[src/rtl/imm_prefix_splitter_pkg.sv]
// Shared constants and state encoding for the immediate prefix encode/decode blocks.
package imm_prefix_splitter_pkg;

    localparam int DATA_W  = 16;
    localparam int FIELD_W = 12;
    localparam int PFX_W   = DATA_W - FIELD_W;

    typedef enum logic [1:0] {
        IDLE     = 2'd0,
        EMIT_PFX = 2'd1,
        EMIT_LOW = 2'd2
    } split_state_t;

endpackage

[src/rtl/imm_prefix_splitter.sv]
// Splits an operand into an optional upper-bits prefix word followed by a low-field word.
module imm_prefix_splitter
    import imm_prefix_splitter_pkg::*;
#(
    parameter int DATA_W  = imm_prefix_splitter_pkg::DATA_W,
    parameter int FIELD_W = imm_prefix_splitter_pkg::FIELD_W,
    parameter int CNT_W   = 16
) (
    input  logic               clk,
    input  logic               rst_n,
    input  logic [DATA_W-1:0]  in_value,
    input  logic               in_valid,
    output logic               in_ready,
    output logic [FIELD_W-1:0] out_field,
    output logic               out_is_prefix,
    output logic               out_last,
    output logic               out_valid,
    input  logic               out_ready,
    output logic [CNT_W-1:0]   words_sent
);

    localparam int UPPER_W = DATA_W - FIELD_W;

    split_state_t       state, state_d;
    logic [FIELD_W-1:0] low_q, low_d;
    logic [FIELD_W-1:0] field_d;
    logic               pfx_d, last_d, valid_d;
    logic [CNT_W-1:0]   cnt_d;
    logic [UPPER_W-1:0] upper;

    assign in_ready = (state == IDLE);
    assign upper    = in_value[DATA_W-1:FIELD_W];

    always_comb begin
        state_d = state;
        low_d   = low_q;
        field_d = out_field;
        pfx_d   = out_is_prefix;
        last_d  = out_last;
        valid_d = out_valid;
        cnt_d   = words_sent + CNT_W'(out_valid && out_ready);

        case (state)
            IDLE: begin
                if (in_valid) begin
                    low_d   = in_value[FIELD_W-1:0];
                    valid_d = 1'b1;
                    if (upper != '0) begin
                        state_d                = EMIT_PFX;
                        field_d                = '0;
                        field_d[UPPER_W-1:0]   = upper;
                        pfx_d                  = 1'b1;
                        last_d                 = 1'b0;
                    end else begin
                        state_d = EMIT_LOW;
                        field_d = in_value[FIELD_W-1:0];
                        pfx_d   = 1'b0;
                        last_d  = 1'b1;
                    end
                end
            end
            EMIT_PFX: begin
                if (out_ready) begin
                    state_d = EMIT_LOW;
                    field_d = low_q;
                    pfx_d   = 1'b0;
                    last_d  = 1'b1;
                end
            end
            EMIT_LOW: begin
                if (out_ready) begin
                    state_d = IDLE;
                    valid_d = 1'b0;
                end
            end
            default: begin
                state_d = IDLE;
                valid_d = 1'b0;
            end
        endcase
    end

    always_ff @(posedge clk or negedge rst_n) begin
        if (!rst_n) begin
            state         <= IDLE;
            low_q         <= '0;
            out_field     <= '0;
            out_is_prefix <= 1'b0;
            out_last      <= 1'b0;
            out_valid     <= 1'b0;
            words_sent    <= '0;
        end else begin
            state         <= state_d;
            low_q         <= low_d;
            out_field     <= field_d;
            out_is_prefix <= pfx_d;
            out_last      <= last_d;
            out_valid     <= valid_d;
            words_sent    <= cnt_d;
        end
    end

endmodule

[config.mk]
export PLATFORM = sky130hd
export DESIGN_NAME = imm_prefix_splitter
export DESIGN_NICKNAME = d
export VERILOG_FILES = /design/src/rtl/imm_prefix_splitter_pkg.sv /design/src/rtl/imm_prefix_splitter.sv
export SDC_FILE = /design/constraint.sdc
export NUM_CORES = 1
export LEC_CHECK = 0
export ABC_AREA = 1
export CORE_UTILIZATION = 52
export DETAILED_ROUTE_END_ITERATION = 10
export PLACE_DENSITY_LB_ADDON = 0.3
export SYNTH_ARGS = -nofsm -noshare
export SYNTH_HDL_FRONTEND = slang
export SYNTH_SLANG_ARGS = --single-unit
[constraint.sdc]
create_clock -name clk -period 3.95 [get_ports clk]
set_clock_uncertainty 0.1 [all_clocks]
set_input_delay 0.79 -clock clk [delete_from_list [all_inputs] [get_ports clk]]
set_output_delay 0.79 -clock clk [all_outputs]
set_load 0.01 [all_outputs]
==> flow_summary_export.csv <==
group,metric,value,unit
sta,rsz0062_at_grt,"no",
synth,synthesis.nets,285,
clock_tree,postCtsSetupBuffers,0,
min_path,hold_path.class,"reg -> reg",
clock_tree,ctsHoldBuffers,0,
power,p_seq_share,41.4,%
routing,ant_nets,0,
setup_path,worstPathArrival,1.56,ns
sta,finalMaxSlewViolations,0,
clock_tree,clkLatencyLatePin,0.30,ns
setup_path,startpoint_type,"flop",
clock_tree,cts-resized-gates,0,
place,pre_cts_ws,1.31,ns
sta,setup_slack,1.50,ns
global_routing,grt_pass1_vias,1848,
global_routing,overflow,0,
setup_path,r2r-start,"state[0]",
routing,drc,0,
routing,wire_per_inst,12.5,um
clock_tree,cts_root_buffer,"clkbuf_8",
power,netSwitchingFraction,35.9,%
clock_tree,cts_sinks,45,
clock_tree,htree_levels,2,
synth,synth_cells,262,
floorplanning,die_width,65.7,um
synth,yosys_register_bits,45,
sta,min_period,2.45,ns
setup_path,r2r_end,"out_field[1]",
setup_path,crit_chain,"nor2_1 > clkdlybuf4s50_1",
global_routing,grt_pass1_wl,7650,um
layout,drive_gt1_share,5.05,%
place,hpwl,3210,um
layout,area_delta_synth_final,31.1,%
floorplanning,io_pins,52,
clock_tree,clkTransAtPathRegs,0.09,ns
setup_path,ff2ff_path_depth,6,
place,place.gp.congestion,0.786,
clock_tree,cts_tree,"built",
routing,dr.pass1.iters,4,
layout,n_fill_cell,301,
sta,fmax,408,MHz
sta,finalCritPeriodShare,62.1,%
routing,routed_wirelength,4580,um
power,power_frac_clock,19.6,%
sta,tightest_slew,1.00,ns
synth,yosys_warnings,0,
floorplanning,dieHeight,65.7,um
power,power_switching,0.633,mW
floorplanning,core_area,3770,um^2
setup_path,crit_path_top_delay_cell,"clkdlybuf4s50_1",
min_path,hold_end,"low_q[2]",
power,irDropWorstVdd,0.000360,V
layout,post-route-util,73.2,%
setup_path,setup.worst_path.class,"reg -> out",
place,placed_cell_area,2650,um^2
clock_tree,cts_buffers,5,
synth,syn_avg_cell_area,8.04,um^2
setup_path,slowest_delay,0.58,ns
layout,num_antenna_cells,0,
synth,synth-seq-area-share,53.4,%
global_routing,grt_use_total,23.6,%
run,maxCapViolCount,0,
routing,num_vias,1889,
power,p_int,1.13,mW
sta,setup_violations,0,
setup_path,r2r_setup_slack,2.23,ns
place,port-buffer-count,51,
layout,finalInstanceArea,2760,um^2
routing,drt_iter0_markers,120,
setup_path,critPathRequiredTime,3.06,ns
sta,hold_viol,0,
layout,finalNonFillerCells,365,
clock_tree,clockBufferDepth,2,
floorplanning,fp.dieArea,4310,um^2
sta,fin_setup_tns,0,ns
synth,ys_types,19,
sta,slew_headroom,33.2,%
floorplanning,initial_core_util,55.9,%
min_path,min_from,"low_q[2]",
power,p_leak,1.32,nW
power,comb_power_share,38.9,%
global_routing,grt_max_degree,46,
place,place_inst,357,
setup_path,crit_path_max_fanout,6,
floorplanning,rows,22,
layout,nNetsFinal,339,
routing,viasPerCell,5.18,
global_routing,antenna_found_initial,0,
min_path,hold_depth,2,
outcome,status,"complete, no violations",
setup_path,end_kind,"output pin",
power,power_density,638,nW/um^2
synth,netlist_area,2110,um^2
cell type report:
cell class                 instances  area (um^2)  share of cell area (%)
clock inverter                     3         46.3                    1.68
sequential                        45         1130                    40.8
tap                               48         60.1                    2.17
multi-input combinational        191          872                    31.6
timing repair buffer              51          505                    18.3
inverter                          22         82.6                    2.99
clock buffer                       5         68.8                    2.49
how the worst max path moves through the flow:
stage          startpoint        endpoint  slack (ns)  depth (start not counted)
2_1_floorplan   out_ready  words_sent[10]        2.01                          9
3_3_place_gp    out_ready  words_sent[10]        1.38                         10
3_5_place_dp    out_ready  words_sent[10]        1.31                         10
4_1_cts          state[0]        in_ready        1.51                          2
5_1_grt         out_ready  words_sent[10]        1.43                         10
6_report         state[0]        in_ready        1.50                          2
Yosys cell counts:
cell type / number / area share (%)
a21oi_1: 5 / 1.2
buf_2: 3 / 0.71
buf_6: 1 / 0.53
clkinv_1: 1 / 0.18
dfrtp_1: 45 / 53
ha_1: 3 / 1.8
inv_1: 20 / 3.6
inv_2: 1 / 0.18
nand2_1: 97 / 17
nand2_2: 1 / 0.30
nand2_4: 1 / 0.53
nand3_1: 22 / 5.2
nand4_1: 4 / 1.2
nor2_1: 28 / 5.0
o21ai_0: 17 / 4.0
o31ai_1: 1 / 0.36
or2_2: 4 / 1.2
xnor2_1: 3 / 1.2
xor2_1: 5 / 2.1
cells by family after synthesis:
logic type / Yosys count / synth area share (%)
flip-flops: 45 / 53.4
buffers and inverters: 26 / 5.17
AO/OA/AOI/OAI: 23 / 5.58
adder cells (fa/ha/maj): 3 / 1.78
XOR/XNOR: 8 / 3.33
AND/OR/NAND/NOR: 157 / 30.7
metrics by stage:
step / power, mW / hold slack [ns]
5_1_grt: 1.89 / 0.398
3_5_place_dp: 1.42 / 0.357
2_1_floorplan: 1.11 / 0.341
6_report: 1.76 / 0.378
4_1_cts: 1.77 / 0.379
3_3_place_gp: 1.40 / 0.356
metal layers:
layer  vias up  GRT usage [%]  wire length (um)
li1        931              -                 -
met1       884           27.3              2010
met2        65           40.9              2270
met3         9           5.90               222
met4         0           9.78                80
met5         -              0                 0
cells in the final DEF, fill, tap and decap left out, drive strengths merged:
master | Yosys | layout
nand4 | 4 | 4
clkbuf | 0 | 5
nand3 | 22 | 22
o21ai | 17 | 17
nand2 | 99 | 99
buf | 4 | 1
inv | 21 | 21
nor2 | 28 | 28
clkdlybuf4s50 | 0 | 50
xor2 | 5 | 5
or2 | 4 | 4
xnor2 | 3 | 3
clkinv | 1 | 2
clkinvlp | 0 | 1
ha | 3 | 3
a21oi | 5 | 5
dfrtp | 45 | 45
o31ai | 1 | 1
bufinv | 0 | 1
registers in the layout (all words and copies together), names as in the netlist:
name,count
words_sent,16
low_q,12
out_field,12
state,2
out_is_prefix,1
out_last,1
out_valid,1
worst max-delay path: cells and delay by family, from the launching register on:
kind          cells  cell delay [ns]
flops             1             0.46
buf+inv           1             0.58
simple gates      1             0.22
power by group through the flow:
stage               logic (mW)  registers [mW]  clock network [mW]
global placement         0.664           0.733                   0
detailed placement       0.685           0.735                   0
CTS                      0.690           0.728               0.356
floorplan                0.352           0.761                   0
global route             0.770           0.750               0.373
finish                   0.686           0.730               0.346
No activity file was read; power rests on OpenSTA's default activity.
